===== src/rtl/mutex_pkg.sv =====
// Shared types and constants for the hardware mutex requester: FSM states,
// mutex register addresses and owner/value field positions.
package mutex_pkg;

   typedef enum logic [2:0] {
      IDLE,
      WR_LOCK,
      RD_CHECK,
      BACKOFF,
      FAIL,
      HELD,
      WR_RELEASE
   } mutex_state_e;

   localparam logic MUTEX_ADDR_VALUE = 1'b0;
   localparam logic MUTEX_ADDR_RESET = 1'b1;

   localparam int OWNER_MSB = 31;
   localparam int OWNER_LSB = 16;
   localparam int VALUE_MSB = 15;
   localparam int VALUE_LSB = 0;

   function automatic logic [31:0] mutex_word(input logic [15:0] owner, input logic [15:0] value);
      return {owner, value};
   endfunction

endpackage


===== src/rtl/mutex_backoff_timer.sv =====
// Loadable down-counter; holds at zero and reports it through zero_o.
module mutex_backoff_timer #(
   parameter int W = 16
) (
   input  logic         clk,
   input  logic         reset_n,
   input  logic         load_i,
   input  logic [W-1:0] load_value_i,
   input  logic         dec_i,
   output logic         zero_o
);

   logic [W-1:0] count_q, count_d;

   always_comb begin
      count_d = count_q;
      if (load_i) begin
         count_d = load_value_i;
      end else if (dec_i && (count_q != '0)) begin
         count_d = count_q - 1'b1;
      end
   end

   always_ff @(posedge clk or negedge reset_n) begin
      if (!reset_n) begin
         count_q <= '0;
      end else begin
         count_q <= count_d;
      end
   end

   assign zero_o = (count_q == '0);

endmodule


===== src/rtl/mutex_hw_requester.sv =====
// Avalon-MM master that takes and frees the hardware mutex for a local agent:
// lock write, read-back check, backoff/retry on contention, release write.
module mutex_hw_requester
   import mutex_pkg::*;
#(
   parameter logic [15:0] OWNER_ID       = 16'h00F0,
   parameter logic [15:0] LOCK_VALUE     = 16'h0001,
   parameter int          BACKOFF_CYCLES = 16,
   parameter int          MAX_TRIES      = 0
) (
   input  logic        clk,
   input  logic        reset_n,
   input  logic        acquire,
   input  logic        release_req,
   output logic        granted,
   output logic        busy,
   output logic        fail,
   output logic [7:0]  tries,
   output logic        avm_address,
   output logic        avm_read,
   output logic        avm_write,
   output logic [31:0] avm_writedata,
   input  logic [31:0] avm_readdata,
   input  logic        avm_waitrequest
);

   localparam logic [7:0]  MAX_TRIES_8  = 8'(MAX_TRIES);
   localparam logic [15:0] BACKOFF_LOAD = 16'(BACKOFF_CYCLES - 1);

   mutex_state_e state_q, state_d;
   logic [7:0]   tries_q, tries_d;
   logic         bo_load, bo_dec, bo_zero;
   logic         lock_seen;

   mutex_backoff_timer #(.W(16)) u_backoff (
      .clk          (clk),
      .reset_n      (reset_n),
      .load_i       (bo_load),
      .load_value_i (BACKOFF_LOAD),
      .dec_i        (bo_dec),
      .zero_o       (bo_zero)
   );

   assign lock_seen = (avm_readdata[OWNER_MSB:OWNER_LSB] == OWNER_ID) &&
                      (avm_readdata[VALUE_MSB:VALUE_LSB] == LOCK_VALUE);

   always_comb begin
      state_d = state_q;
      tries_d = tries_q;
      bo_load = 1'b0;
      bo_dec  = 1'b0;
      case (state_q)
         IDLE: begin
            if (acquire) begin
               tries_d = '0;
               state_d = WR_LOCK;
            end
         end
         WR_LOCK: begin
            if (!avm_waitrequest) begin
               if (tries_q != 8'hFF) tries_d = tries_q + 8'd1;
               state_d = RD_CHECK;
            end
         end
         RD_CHECK: begin
            if (!avm_waitrequest) begin
               if (lock_seen) begin
                  state_d = HELD;
               end else if ((MAX_TRIES != 0) && (tries_q == MAX_TRIES_8)) begin
                  state_d = FAIL;
               end else begin
                  bo_load = 1'b1;
                  state_d = BACKOFF;
               end
            end
         end
         BACKOFF: begin
            if (bo_zero) state_d = WR_LOCK;
            else         bo_dec  = 1'b1;
         end
         FAIL:    state_d = IDLE;
         HELD: begin
            if (release_req) state_d = WR_RELEASE;
         end
         WR_RELEASE: begin
            if (!avm_waitrequest) state_d = IDLE;
         end
         default: state_d = IDLE;
      endcase
   end

   always_ff @(posedge clk or negedge reset_n) begin
      if (!reset_n) begin
         state_q <= IDLE;
         tries_q <= '0;
      end else begin
         state_q <= state_d;
         tries_q <= tries_d;
      end
   end

   // Outputs decode straight from the state so reset clears them without waiting for a clock.
   always_comb begin
      avm_writedata = '0;
      if (state_q == WR_LOCK)    avm_writedata = mutex_word(OWNER_ID, LOCK_VALUE);
      if (state_q == WR_RELEASE) avm_writedata = mutex_word(OWNER_ID, 16'h0000);
   end

   assign avm_address = MUTEX_ADDR_VALUE;
   assign avm_write   = (state_q == WR_LOCK) || (state_q == WR_RELEASE);
   assign avm_read    = (state_q == RD_CHECK);
   assign granted     = (state_q == HELD);
   assign fail        = (state_q == FAIL);
   assign busy        = (state_q != IDLE) && (state_q != HELD);
   assign tries       = tries_q;

endmodule


===== config.mk =====
export PLATFORM = sky130hd
export DESIGN_NAME = mutex_hw_requester
export DESIGN_NICKNAME = d
export VERILOG_FILES = /design/src/rtl/mutex_pkg.sv /design/src/rtl/mutex_backoff_timer.sv /design/src/rtl/mutex_hw_requester.sv
export SDC_FILE = /design/constraint.sdc
export NUM_CORES = 1
export LEC_CHECK = 0
export ABC_CLOCK_PERIOD_IN_PS = 2230
export CAP_MARGIN = 5
export CORE_UTILIZATION = 42
export CTS_CLUSTER_SIZE = 30
export DETAILED_ROUTE_END_ITERATION = 8
export PLACE_DENSITY = 0.91
export SLEW_MARGIN = 20
export SYNTH_ARGS = -nofsm -noshare
export SYNTH_HDL_FRONTEND = slang
export SYNTH_SLANG_ARGS = --single-unit

===== constraint.sdc =====
create_clock -name clk -period 2.23 [get_ports clk]
set_input_delay 0.223 -clock clk [delete_from_list [all_inputs] [get_ports clk]]
set_output_delay 0.223 -clock clk [all_outputs]
set_load 0.01 [all_outputs]

==> impl_metrics.env, run 1 <==
export IMPL_worstHoldPathType="in -> async"
export IMPL_end_kind="output port"
export IMPL_fin_crit_sh=0.936
export IMPL_vias=1746
export IMPL_path_clk_slew_ps=90
export IMPL_first_global_vias=1714
export IMPL_detail_route_antenna_nets=0
export IMPL_htree_levels=1
export IMPL_synthArstFlopShare=1.00
export IMPL_relSlewSlack=0.574
export IMPL_synth_simple_area_share=0.299
export IMPL_syn_area_per_cell_um2=8.68
export IMPL_final_setup_viol_count=0
export IMPL_clk_latency_ps=270
export IMPL_grt_max_degree=28
export IMPL_ys_types=51
export IMPL_arrival_ps=1860
export IMPL_startpoint_type="flop"
export IMPL_drt_iter0_drc=110
export IMPL_rows=24
export IMPL_maxCapViolCount=0
export IMPL_cp_cell_sequence="buf_4 > inv_1 > nor3_2 > a21o_1 > clkdlybuf4s50_1"
export IMPL_drc=0
export IMPL_worst_pin_slew_ps=636
export IMPL_hold_buffers=0
export IMPL_numCtsBuffers=3
export IMPL_root_buffer="clkbuf_8"
export IMPL_cp_required_ps=2010
export IMPL_synth_xor_area_frac=0.0509
export IMPL_synth_top_family_by_area="simple AND/OR/NAND/NOR gates"
export IMPL_die_h_um=69.1
export IMPL_cts_tree="built"
export IMPL_wl_per_cell_um=12.9
export IMPL_syn_inst=218
export IMPL_antenna_cells=0
export IMPL_layout_nets=316
export IMPL_drtPass1Iterations=4
export IMPL_grt_overflow=0
export IMPL_synth_area_top_cells="dfrtp_1 36%, buf_4 13%, xnor2_1 5.1%"
export IMPL_yosys_area_share_adder=0.0132
export IMPL_dieArea_um2=4780
export IMPL_worstRegToRegCells=6
export IMPL_crit_path_max_fanout=10
export IMPL_place_congestion=0.821
export IMPL_r2r_start="state_q[0]"
export IMPL_yosys_area_top_type="dfrtp_1"
export IMPL_io_buffers=54
export IMPL_power_leakage_nw=1.04
export IMPL_synth_edff_count=0
export IMPL_hold_viol_final=0
export IMPL_synth_top_cells_by_count="32 x buf_4, 27 x dfrtp_1, 20 x nor2_1, 19 x nand2_1"
export IMPL_fp_dieW_um=69.1
export IMPL_slowest_delay_ps=560
export IMPL_post_synth_top_count_cell="buf_4"
export IMPL_synth_area_um2=1890
export IMPL_cp_slowest_cell="clkdlybuf4s50_1"
export IMPL_core_area_um2=4350
export IMPL_finalNonFillerCells=328
export IMPL_path_class="reg -> out"
export IMPL_hpwl_um=3260
export IMPL_synthMuxAreaShare=0.00529
export IMPL_power_density_nw_per_um2=641
export IMPL_rsz0062_at_grt="false"
export IMPL_drv_slew=0
export IMPL_fin_worst_skew_ps=3.64
export IMPL_yosysWarnings=0
export IMPL_ir_drop_mv=0.375
export IMPL_cts_buffer_depth=2
export IMPL_status="finished, final reports clean"
export IMPL_grt_usage=0.181
export IMPL_dp_worst_setup_slack_ps=-19.5
export IMPL_n_fill_cell=386
export IMPL_antenna_found_initial=0
export IMPL_final_core_util=0.568
export IMPL_ys_ff_latch=27
export IMPL_syn_to_final_growth_pct=30.5
export IMPL_hold_ws_ps=320
export IMPL_tns_ps=0
export IMPL_start_util=0.435
export IMPL_timing_rr_end="u_backoff.count_q[13]"
export IMPL_fmax_mhz=479
export IMPL_final_min_clock_period_ps=2090
export IMPL_cts_sinks=27
export IMPL_fin_ws_ps=143
export IMPL_seq_area_frac_synth=0.357
export IMPL_synth_top_area_share=0.357
export IMPL_vias_per_cell=5.32
export IMPL_reg2reg_slack_ps=180
export IMPL_wirelength_um=4230
export IMPL_grt_pass1_wl_um=7330
export IMPL_drive_above_1_share=0.0942
export IMPL_synth_compound_area_frac=0.123
export IMPL_dp_cells=323
export IMPL_synth_ff_type="dfrtp_1"
export IMPL_ios=83
## timing repair
action	4_1_cts	5_1_grt
setup buffers	0	1
gates resized for setup	0	1
setup endpoints to repair	0	12
## layer usage
| metal | GRT usage | vias up | part of all wire |
|---|---|---|---|
| met5 | 0 | - | 0 |
| met4 | 0.0522 | 0 | 0.012 |
| met3 | 0.0146 | 7 | 0.047 |
| met2 | 0.344 | 69 | 0.52 |
| met1 | 0.215 | 825 | 0.42 |
| li1 | - | 845 | - |
## worst max path at each step
stage	from	endpoint	slack, ps	cells past startpoint
6_report	state_q[0]	avm_writedata[20]	140	5
5_1_grt	state_q[0]	avm_writedata[23]	30	5
4_1_cts	state_q[2]	u_backoff.count_q[13]	70	4
3_5_place_dp	avm_waitrequest	u_backoff.count_q[13]	-20	4
3_3_place_gp	avm_waitrequest	u_backoff.count_q[2]	70	4
2_1_floorplan	u_backoff.count_q[0]	u_backoff.count_q[2]	310	7
## layout make-up
class / instances / area [um2] / area share
Multi-Input combinational cell: 175 / 1040 / 0.422
Sequential cell: 27 / 676 / 0.273
Timing Repair Buffer: 65 / 623 / 0.252
Tap cell: 52 / 65.1 / 0.0263
Clock buffer: 3 / 41.3 / 0.0167
Inverter: 5 / 18.8 / 0.00759
Clock inverter: 1 / 5.00 / 0.00203
## logic make-up (layout without fill, tap and decap cells)
kind of cell | Yosys count | in the layout
AND/OR/NAND/NOR | 99 | 99
AO/OA/AOI/OAI | 34 | 34
multiplexers | 1 | 1
XOR/XNOR | 11 | 11
flip-flops | 27 | 27
other | 1 | 28
adder cells (fa/ha/maj) | 2 | 2
buffers and inverters | 43 | 74
## cell usage in the layout, fill, tap and decap left out, drive strengths merged, types with 4 or more instances in the layout
| cell | netlist | final |
|---|---|---|
| o21ai | 4 | 4 |
| nor2 | 20 | 20 |
| a21oi | 9 | 9 |
| nor3 | 6 | 6 |
| a31oi | 6 | 6 |
| nor4 | 12 | 12 |
| nand2 | 19 | 19 |
| conb | 1 | 28 |
| clkdlybuf4s50 | 0 | 54 |
| nand3 | 9 | 9 |
| nor4b | 5 | 5 |
| buf | 35 | 11 |
| or4 | 4 | 4 |
| xnor2 | 11 | 11 |
| nand2b | 5 | 5 |
| inv | 5 | 5 |
| dfrtp | 27 | 27 |
## worst max-delay path: cells and delay by family (launching register included)
family          cells  cell delay, ps
simple gates        1             190
flops               1             390
compound gates      1             180
buf+inv             3             820
## metrics by stage
stage / power, mW / area (um2)
after detailed placement: 1.31 / 2410
after floorplan: 1.09 / 1990
final: 1.58 / 2470
after CTS: 1.59 / 2460
after global placement: 1.28 / 2410
after global routing: 1.70 / 2470
## report_power, final
group,total (mW),switching [mW],internal (mW)
Clock,0.278,0.152,0.125
Sequential,0.666,0.0972,0.569
Combinational,0.640,0.318,0.323
Total,1.58,0.568,1.02
## state kept, by name, summed over array words and instances (netlist names)
signal,flops
tries,8
u_backoff.count_q,16
state_q,3
No activity file was read; power rests on OpenSTA's default activity.
==> run 2: changes to the inputs <==
--- a/config.mk
+++ b/config.mk
@@ -11,6 +11,7 @@
 export CTS_CLUSTER_SIZE = 30
 export DETAILED_ROUTE_END_ITERATION = 8
 export PLACE_DENSITY = 0.91
+export SETUP_SLACK_MARGIN = 0.15
 export SLEW_MARGIN = 20
 export SYNTH_ARGS = -nofsm -noshare
 export SYNTH_HDL_FRONTEND = slang
==> run 2 against run 1 <==
Effect of this change:
- utilization is 1.1 points higher
- sequential power grew 1%
- final area increased by 1.9%
- final cell count grew 0.91%
- die area unchanged
- combinational power increased by 2%
- maximum frequency grew 3.9%
- largest cell class unchanged
==> impl_metrics.env, run 2 (synthesized netlist as in run 1, its figures left out) <==
export IMPL_status="finished, final reports clean"
export IMPL_relSlewSlack=0.563
export IMPL_place_congestion=0.821
export IMPL_final_min_clock_period_ps=2010
export IMPL_path_class="reg -> out"
export IMPL_maxCapViolCount=0
export IMPL_cts_tree="built"
export IMPL_hpwl_um=3260
export IMPL_drv_slew=0
export IMPL_first_global_vias=1717
export IMPL_arrival_ps=1790
export IMPL_power_density_nw_per_um2=640
export IMPL_rows=24
export IMPL_cp_cell_sequence="buf_4 > inv_1 > nor3_2 > buf_4 > clkdlybuf4s50_1"
export IMPL_grt_usage=0.181
export IMPL_drtPass1Iterations=4
export IMPL_fin_crit_sh=0.901
export IMPL_grt_overflow=0
export IMPL_final_cell_mix="49 x clkdlybuf4s50_1, 28 x conb_1, 27 x dfrtp_1"
export IMPL_worstHoldPathType="in -> async"
export IMPL_drc=0
export IMPL_startpoint_type="flop"
export IMPL_fmax_mhz=498
export IMPL_grt_pass1_wl_um=7360
export IMPL_numCtsBuffers=3
export IMPL_worst_pin_slew_ps=652
export IMPL_detail_route_antenna_nets=0
export IMPL_ir_drop_mv=0.378
export IMPL_layout_nets=319
export IMPL_dp_worst_setup_slack_ps=-19.5
export IMPL_hold_viol_final=0
export IMPL_tns_ps=0
export IMPL_power_leakage_nw=1.15
export IMPL_antenna_found_initial=0
export IMPL_fin_worst_skew_ps=3.37
export IMPL_rsz0062_at_grt="true"
export IMPL_cts_sinks=27
export IMPL_clk_latency_ps=270
export IMPL_fin_ws_ps=221
export IMPL_ios=83
export IMPL_wl_per_cell_um=13.0
export IMPL_drive_above_1_share=0.115
export IMPL_cp_slowest_cell="clkdlybuf4s50_1"
export IMPL_antenna_cells=0
export IMPL_drt_iter0_drc=89
export IMPL_htree_levels=1
export IMPL_mostFrequentLayoutCell="clkdlybuf4s50_1"
export IMPL_cp_required_ps=2010
export IMPL_vias=1726
export IMPL_cts_buffer_depth=2
export IMPL_end_kind="output port"
export IMPL_wirelength_um=4310
export IMPL_syn_to_final_growth_pct=33.0
export IMPL_total_power_mw=1.61
export IMPL_io_buffers=54
export IMPL_dieArea_um2=4780
export IMPL_root_buffer="clkbuf_8"
export IMPL_fp_dieW_um=69.1
export IMPL_vias_per_cell=5.21
export IMPL_cpMostUsedCell="buf_4"
export IMPL_regMostFlops="u_backoff.count_q"
export IMPL_largest_reg_flops=16
export IMPL_hold_buffers=0
export IMPL_core_area_um2=4350
export IMPL_die_h_um=69.1
export IMPL_start_util=0.435
export IMPL_slowest_delay_ps=530
export IMPL_crit_path_max_fanout=10
export IMPL_path_clk_slew_ps=90
export IMPL_grt_max_degree=28
export IMPL_final_core_util=0.578
export IMPL_final_setup_viol_count=0
## run 2: changes by cell type in the layout (fill, tap and decap cells not counted)
| cell | delta |
|---|---|
| buf_4 | +3 |
| clkdlybuf4s50_1 | -5 |
| dlymetal6s2s_1 | +5 |
| nor2b_1 | -1 |
| nor2b_2 | +1 |
| nor4_1 | -1 |
| nor4_2 | +1 |
| or4_1 | -1 |
| or4_4 | +1 |
## run 2: worst max-delay path: cells and delay by family (launching register included)
kind / cells / cell delay, ps
flops: 1 / 370
buf+inv: 4 / 940
simple gates: 1 / 190
## run 2: power by group
group          internal, mW  switching (mW)
Sequential            0.569           0.105
Clock                 0.125           0.156
Combinational         0.330           0.326
## run 2: area by class of cell
cell class	count	area, um2
Clock buffer	3	41.3
Clock inverter	1	5.00
Fill cell	371	1840
Inverter	5	18.8
Multi-Input combinational cell	175	1050
Sequential cell	27	676
Tap cell	52	65.1
Timing Repair Buffer	68	658
## run 2: worst paths after layout
kind / startpoint / to / slack, ps / depth (start not counted)
max: state_q[0] / avm_writedata[0] / 220 / 5
min: reset_n / u_backoff.count_q[8] / 320 / 2
max reg2reg: u_backoff.count_q[0] / u_backoff.count_q[6] / 270 / 7
min reg2reg: tries[7] / tries[7] / 530 / 1
max in group asynchronous: reset_n / tries[7] / 1660 / 2
min in group clk: tries[7] / tries[7] / 530 / 1
## run 2: through the flow
step,instances,area (um2),hold slack [ps]
final,331,2520,317
after global routing,331,2520,357
after CTS,328,2470,332
after detailed placement,323,2410,503
after global placement,323,2410,486
after floorplan,245,1990,-72.6
## run 2: layer usage
metal	vias up	part of all wire	GRT usage
met3	9	0.036	0.0146
met1	816	0.43	0.216
met2	51	0.52	0.344
li1	850	-	-
met5	-	0	0
met4	0	0.016	0.0522
## run 2: timing repair
item / CTS / global route
buffers inserted: 1 / 3
resized for setup: 1 / 9
endpoints found under the setup margin: 22 / 15
